`config.mk`:
```
export PLATFORM = sky130hd
export DESIGN_NAME = fetch_sequencer
export DESIGN_NICKNAME = d
export VERILOG_FILES = /design/src/rtl/fetch_sequencer_pkg.sv /design/src/rtl/fetch_sequencer.sv
export SDC_FILE = /design/constraint.sdc
export NUM_CORES = 1
export LEC_CHECK = 0
export ABC_AREA = 1
export CORE_ASPECT_RATIO = 2
export CORE_MARGIN = 2
export CORE_UTILIZATION = 45
export CTS_CLUSTER_DIAMETER = 80
export CTS_CLUSTER_SIZE = 25
export DETAILED_ROUTE_END_ITERATION = 6
export PLACE_DENSITY = 0.78
export RECOVER_POWER = 100
export SLEW_MARGIN = 20
export SYNTH_ARGS = -nofsm -noshare
export SYNTH_HDL_FRONTEND = slang
export SYNTH_SLANG_ARGS = --single-unit
```
`constraint.sdc`:
```
create_clock -name clk -period 2.4 [get_ports clk]
set_input_delay 0.6 -clock clk [delete_from_list [all_inputs] [get_ports clk]]
set_output_delay 0.6 -clock clk [all_outputs]
set_load 0.005 [all_outputs]
```
`src/rtl/fetch_sequencer_pkg.sv`:
```
// Shared processor definitions: fetch FSM states, opcode fields and instruction classes.
package fetch_sequencer_pkg;

    // Fetch sequencer FSM states
    typedef enum logic [1:0] {
        IDLE  = 2'd0,
        FETCH = 2'd1,
        EXT   = 2'd2,
        ISSUE = 2'd3
    } fetch_state_t;

    // Major opcode of the two-word long-literal load (bits [15:9])
    localparam logic [6:0] LRLI_OP = 7'b1000010;

    // Instruction class field, bits [15:14]
    localparam logic [1:0] CLASS_IMM_ALU  = 2'b00;
    localparam logic [1:0] CLASS_REG_ALU  = 2'b01;
    localparam logic [1:0] CLASS_MEM_BR   = 2'b10;
    localparam logic [1:0] CLASS_LONG_LIT = 2'b11;

    // ROM default contents; fetched and issued like any other word
    localparam logic [15:0] NOP_WORD = 16'h0000;

    // True when the word is the first half of a two-word LRLI instruction
    function automatic logic is_lrli(input logic [15:0] word);
        return word[15:9] == LRLI_OP;
    endfunction

endpackage

```
`src/rtl/fetch_sequencer.sv`:
```
// Instruction-fetch controller: walks the program ROM, gathers the LRLI extension
// literal, and hands each complete instruction to the datapath over valid/ready.
module fetch_sequencer
    import fetch_sequencer_pkg::*;
#(
    parameter int PC_W    = 8,
    parameter int INSTR_W = 16
) (
    input  logic               clk,
    input  logic               rst_n,
    input  logic               run,
    output logic [PC_W-1:0]    pc,
    input  logic [INSTR_W-1:0] rom_data,
    output logic [INSTR_W-1:0] ir,
    output logic [INSTR_W-1:0] ext_word,
    output logic               ext_valid,
    output logic               issue_valid,
    input  logic               issue_ready,
    input  logic               redirect_valid,
    input  logic [PC_W-1:0]    redirect_pc,
    output logic               busy,
    output logic [15:0]        instr_count
);

    fetch_state_t       r_state;
    fetch_state_t       w_next_state;
    logic [PC_W-1:0]    r_pc;
    logic [INSTR_W-1:0] r_ir;
    logic [INSTR_W-1:0] r_ext_word;
    logic               r_ext_valid;
    logic [15:0]        r_instr_count;
    logic               w_handshake;
    logic               w_rom_is_lrli;

    assign w_handshake   = (r_state == ISSUE) && issue_ready;
    assign w_rom_is_lrli = is_lrli(rom_data);

    // State register
    // NOTE: sequential state uses non-blocking (<=) so every register samples pre-edge values.
    always_ff @(posedge clk or negedge rst_n) begin
        if (!rst_n) begin
            r_state <= IDLE;
        end else begin
            r_state <= w_next_state;
        end
    end

    // Next-state decode
    always_comb begin
        // NOTE: default first so every path assigns w_next_state and no latch is inferred.
        w_next_state = r_state;
        case (r_state)
            IDLE:    if (run) w_next_state = FETCH;
            FETCH:   w_next_state = w_rom_is_lrli ? EXT : ISSUE;
            EXT:     w_next_state = ISSUE;
            ISSUE:   if (w_handshake) w_next_state = run ? FETCH : IDLE;
            default: w_next_state = IDLE;
        endcase
    end

    // Fetch datapath: pc advance, instruction/extension capture, redirect and issue count
    always_ff @(posedge clk or negedge rst_n) begin
        if (!rst_n) begin
            r_pc          <= '0;
            r_ir          <= '0;
            r_ext_word    <= '0;
            r_ext_valid   <= 1'b0;
            r_instr_count <= '0;
        end else begin
            case (r_state)
                FETCH: begin
                    r_ir <= rom_data;
                    r_pc <= r_pc + PC_W'(1);
                    // An LRLI gets ext_valid set once its literal lands in EXT
                    if (!w_rom_is_lrli) r_ext_valid <= 1'b0;
                end
                EXT: begin
                    r_ext_word  <= rom_data;
                    r_ext_valid <= 1'b1;
                    r_pc        <= r_pc + PC_W'(1);
                end
                ISSUE: begin
                    // pc already points past the instruction unless the datapath redirects
                    if (w_handshake) begin
                        r_instr_count <= r_instr_count + 16'd1;
                        if (redirect_valid) r_pc <= redirect_pc;
                    end
                end
                default: ;
            endcase
        end
    end

    assign pc          = r_pc;
    assign ir          = r_ir;
    assign ext_word    = r_ext_word;
    assign ext_valid   = r_ext_valid;
    assign instr_count = r_instr_count;
    assign issue_valid = (r_state == ISSUE);
    assign busy        = (r_state != IDLE);

endmodule

```
==> summary.md, run 1 <==
| Metric | Value |
|---|---|
| Ys Warns | 0 |
| Max cap viols | 0 |
| First-pass GRT wire length | 11,000 µm |
| Area taken by multi-input logic gates | 1100 µm² |
| Starting Density | between 40% and 50% |
| Seq cells post-synth | 59 |
| Die H | 115 µm |
| Worst-case reg-to-reg path depth | 9 |
| Vias per std cell | 4.94 |
| Initial antenna violation count | 0 |
| Drt wl/cell | 14.0 µm |
| Total Routing Usage GR | ~22% |
| Number of synthesized flops with an enable pin | 0 |
| Avg Cell Area, Syn | 8.88 µm² |
| Worst setup SP type | flop |
| Critical path type | reg2out |
| Core Area | roughly 6000 µm² |
| Data arrival, critical path | 1.64 ns |
| Cell Area, Placed | 3720 µm² |
| Synth top area cells | dfrtp_1 53%, nand2_1 15%, mux2_2 5.7% |
| Final worst setup slack | 0.161 ns |
| Post-route design area | approximately 4000 µm² |
| Largest net degree at the start of global routing | 39 |
| Pre-CTS WS | 0.377 ns |
| Drt first pass iters | 4 |
| # hold bufs at CTS | 0 |
| Ant. Diodes | 0 |
| Hpwl dp | 4970 µm |
| Worst R2R Start | r_state[0] |
| P&R area growth vs syn | 44.4% |
| Final net count | 443 |
| Layout cells sized above 1 | 8.98% |
| Hold Fails Final Rpt | 0 |
| Placed cells | 459 |
| CTS tree | yes |
| Clock-pin slew on the worst setup and hold paths | 0.05 ns |
| Site Rows | 40 |
| Synth top area share | 53.3% |
| Relative slew slack | 15.6% |
| Netlist cell types | 31 |
| Fmax | 0.447 GHz |
| Most common cell in the netlist | nand2_1 |
| Number of fillers in the final layout | 520 |
| Mapped Area | 2770 µm² |
| Post-synthesis sequential area ratio | between 50% and 60% |
| Primary FF master, synth | dfrtp_1 |
| Register Area | 1480 µm² |
| Routed Antenna Nets | 0 |
| I/O Buffers | 87 |
| Syn Inst Count | ~310 |
| Final non-filler cell total | 475 |
| Total number of vias | 2,348 |
| DRT iter0 DRCs | 156 |
| Final period util | 93.3% |
| Unrepaired setup endpoints after global routing | false |
| Drt total wl | 6640 µm |
| Critical Path RT | ~1.8 ns |
| Final Setup Violations | 0 |
| Hold endpoint | ext_word[12] |
| Syn Nets | 348 |
| R2r setup slk | 0.39 ns |
| CTS buffer count | 9 |
| Clock Latency Late Sink | 0.32 ns |
| Hold WS | 0.461 ns |
| Setup TNS | 0 ns |
| FF-to-FF End | pc[3] |
| Fin crit period | 2.24 ns |
| Level count of the clock H-tree | 3 |
| P_leak | approximately 1.9 nW |
| Ys async rst share | 100% |
| Clk_skew | about 0.0052 ns |
| Vias in the first global route | between 2,000 and 2,500 |
| GPL Wtd Cong | 0.867 |
| Peak VDD IR | 0.734 mV |
| Pwr dens | 1260 nW/µm² |
| CP max FO | 4 |
| Status | complete, no violations |
| DRC Markers | 0 |
| GRT overflow | 0 |
| Area leader, netlist | dfrtp_1 |
| Hold depth | 2 |
| Post_cts resized | 0 |
| Max Root-Sink Buffers | 2 |
| Die W | 59.5 µm |
| Die ar. | 6840 µm² |
| Hold wc startpoint | ext_word[12] |
| Io pins | 88 |
| CTS sink count | a little under 60 |
| Worst-margin pin slew | 1.27 ns |
| Setup bufs post-CTS | 0 |
| Slew Limit Fails | 0 |
| Hold Path Class | reg2reg |
| Most frequent cells after synthesis | 108 x nand2_1, 59 x dfrtp_1, 30 x inv_1, 22 x nor2_1, 15 x nand3_1 |
| Clock Tree Root | clkbuf_16 |
| Worst setup EP type | output pin |
==> kinds of logic (layout without fill, tap and decap cells) <==
family,Yosys count,after routing,synth area share [%]
AOI/OAI and AO/OA,21,21,4.29
buffers and inverters,39,139,5.83
adders and majority gates,7,7,3.16
and+or+nand+nor,162,162,24.6
muxes,14,14,5.69
xor gates and xnor gates,10,10,3.16
DFF,59,59,53.3
==> where the power goes <==
part           internal, W  total, W  switching [W]
Combinational      0.00106   0.00205       0.000989
Clock             0.000887   0.00131       0.000422
Sequential         0.00141   0.00170       0.000286
Total              0.00336   0.00506        0.00170
==> through the flow <==
step	power, W	utilization, %
2_1_floorplan	0.00283	-
3_3_place_gp	0.00388	62.4
5_1_grt	0.00545	67.2
6_report	0.00506	67.2
4_1_cts	0.00533	67.7
3_5_place_dp	0.00396	62.4
==> worst max-delay path by stage <==
stage	depth (start not counted)	start	endpoint	slack, ns
3_3_place_gp	9	issue_ready	pc[3]	0.41
4_1_cts	2	r_state[0]	issue_valid	0.16
2_1_floorplan	10	r_state[0]	pc[5]	0.95
6_report	4	r_state[0]	busy	0.16
3_5_place_dp	9	issue_ready	pc[3]	0.38
5_1_grt	9	issue_ready	pc[3]	0.09
==> state kept, by name (all words and copies together) (netlist names) <==
name,count
r_state,2
instr_count,16
ext_valid,1
ir,16
pc,8
ext_word,16
==> final cells by class <==
class,count,share of cell area [%]
Clock buffer,13,6.76
Sequential cell,59,36.9
Inverter,32,3.03
Tap cell,63,1.97
Timing Repair Buffer,91,22.6
Multi-Input combinational cell,214,27.6
Clock inverter,3,1.13
==> cell usage in the layout (no fill, tap or decap), drive strengths merged, types with 2 or more instances in the layout <==
cell / n
xnor2: 7
mux2: 14
nor2: 26
nand3: 16
clkdlybuf4s50: 26
nand3b: 2
xor2: 3
dfrtp: 59
dlygate4sd3: 60
clkinvlp: 3
o22ai: 2
nor3: 4
clkbuf: 15
nand4: 2
buf: 3
o21ai: 11
ha: 7
inv: 30
a21oi: 5
nand2: 111
==> metal layers <==
metal	wire (µm)	global-route usage (%)
met4	96	8.33
met1	2540	22.3
met3	322	6.64
met5	0	0
met2	3680	39.2
==> worst max-delay path: stages (launching register included) <==
cell,delay [ns]
dfrtp_1,0.39
inv_1,0.10
ha_1,0.20
inv_1,0.07
dlygate4sd3_1,0.56
(Power assumes the default switching activity.)
==> inputs of run 2 (changes only) <==
--- a/config.mk
+++ b/config.mk
@@ -8,2 +8,3 @@
 export ABC_AREA = 1
+export CAP_MARGIN = 20
 export CORE_ASPECT_RATIO = 2
==> constraint.sdc (replaced) <==
create_clock -name clk -period 2.4 [get_ports clk]
set_input_delay 0.48 -clock clk [delete_from_list [all_inputs] [get_ports clk]]
set_output_delay 0.48 -clock clk [all_outputs]
set_load 0.005 [all_outputs]
==> run 2 against run 1 <==
First-iteration DRC count decreased by 17%. Wire length decreased by 0.41%. Via count increased by 0.72%. Clock skew decreased by 0.0013 ns. Total power decreased by 0.98%. Critical path type unchanged. Final cell count decreased by 0.42%. Largest power group unchanged. Sequential share of layout area increased by 0.23 points. Critical path depth decreased by 2. Largest cell class unchanged. Sequential power about the same.
==> summary.md, run 2 (same netlist as run 1, synthesis figures left out) <==
| Metric | Value |
|---|---|
| Status | complete, no violations |
| CTS sink count | just under 60 |
| Site Rows | 40 |
| Critical Path RT | 1.92 ns |
| Clock Latency Late Sink | 0.32 ns |
| Total Routing Usage GR | 21.0% |
| Total number of vias | 2,365 |
| Worst setup SP type | flop |
| Relative slew slack | 11.5% |
| CTS tree | yes |
| Routed Antenna Nets | 0 |
| Pwr dens | 1260 nW/µm² |
| Level count of the clock H-tree | 3 |
| Final non-filler cell total | roughly 470 |
| Hold Path Class | in2async |
| Io pins | 88 |
| Vias per std cell | roughly 5.0 |
| Area taken by multi-input logic gates | 1110 µm² |
| Die H | 115 µm |
| Final Setup Violations | 0 |
| Drt total wl | 6610 µm |
| # hold bufs at CTS | 0 |
| I/O Buffers | 87 |
| Final net count | 442 |
| Critical path type | reg2out |
| Clock Tree Root | clkbuf_16 |
| Number of fillers in the final layout | 508 |
| Most frequent cells in the layout | 109 x nand2_1, 59 x dfrtp_1, 59 x dlygate4sd3_1 |
| Peak VDD IR | between 0.8 and 0.9 mV |
| Unrepaired setup endpoints after global routing | false |
| Die ar. | ~6800 µm² |
| Vias in the first global route | 2,413 |
| GPL Wtd Cong | around 0.85 |
| Drt wl/cell | 14.0 µm |
| Worst setup EP type | output pin |
| First-pass GRT wire length | 10,800 µm |
| Initial antenna violation count | 0 |
| Worst-case reg-to-reg path depth | 9 |
| P_leak | 1.92 nW |
| DRC Markers | 0 |
| Hpwl dp | 4890 µm |
| Layout cells sized above 1 | 8.54% |
| Ant. Diodes | 0 |
| Clk_skew | 0.00391 ns |
| Core Area | 5960 µm² |
| Data arrival, critical path | 1.67 ns |
| Setup TNS | 0 ns |
| Setup bufs post-CTS | 0 |
| Drt first pass iters | 5 |
| Max cap viols | 0 |
| Die W | 59.5 µm |
| Starting Density | about 47% |
| Fin crit period | between 2 and 2.5 ns |
| Final period util | 89.8% |
| Placed cells | 458 |
| Fmax | 0.464 GHz |
| GRT overflow | 0 |
| Max Root-Sink Buffers | 2 |
| DRT iter0 DRCs | between 100 and 150 |
| Clock-pin slew on the worst setup and hold paths | 0.05 ns |
| Largest net degree at the start of global routing | 39 |
| Slew Limit Fails | 0 |
| Worst-margin pin slew | between 1 and 1.5 ns |
| CP max FO | 9 |
| CTS buffer count | 9 |
| Hold Fails Final Rpt | 0 |
| Most common cell after layout, fill and taps aside | nand2_1 |
| P&R area growth vs syn | 43.5% |
| Post_cts resized | 0 |
| Register Area | ~1500 µm² |
[run 2: changes by cell type in the layout (fill, tap and decap cells not counted), sizes merged]
cell / previous run / this run
buf: 3 / 2
clkinvlp: 3 / 1
dlygate4sd3: 60 / 59
clkinv: 1 / 2
clkdlybuf4s50: 26 / 27
[run 2: power breakdown]
part           internal [W]  switching, W  total (W)
combinational       0.00105      0.000981    0.00203
clock              0.000852      0.000425    0.00128
sequential          0.00141      0.000283    0.00169
[run 2: cell type report]
| cell class | instances | area share (%) |
|---|---|---|
| Clock buffer | 13 | 6.55 |
| Multi-Input combinational cell | 214 | 27.9 |
| Tap cell | 63 | 1.98 |
| Inverter | 32 | 3.05 |
| Clock inverter | 2 | 0.881 |
| Sequential cell | 59 | 37.1 |
| Timing Repair Buffer | 90 | 22.5 |
[run 2: path summary, 6_finish.rpt]
check,slack [ns],to,startpoint
max in group asynchronous,1.13,ext_word[15],rst_n
hold / removal,0.44,instr_count[7],rst_n
setup reg to reg,0.39,pc[3],r_state[0]
setup / recovery,0.25,issue_valid,r_state[0]
min in group clk,0.46,ext_word[4],ext_word[4]
hold reg to reg,0.46,ext_word[4],ext_word[4]
[run 2: critical path: stages, from the launching register on]
cell           delay, ns
dfrtp_1             0.39
ha_1                0.35
dlygate4sd3_1       0.62
[run 2: routing by layer]
metal,share of wire [%],track usage (%)
met1,39,23.4
met2,53,35.8
met4,2.2,10.6
met5,0,0
met3,5.8,5.40
[run 2: metrics by stage]
step / util, % / setup WS, ns / hold slack [ns] / power [W] / cell area (µm²)
after floorplan: - / 0.950 / 0.184 / 0.00283 / 2770
after global routing: 66.7 / 0.142 / 0.486 / 0.00538 / 3980
final: 66.7 / 0.245 / 0.439 / 0.00501 / 3980
after detailed placement: 62.3 / 0.478 / 0.458 / 0.00394 / 3710
after global placement: 62.3 / 0.520 / 0.454 / 0.00386 / 3710
after CTS: 67.2 / 0.222 / 0.155 / 0.00524 / 4010
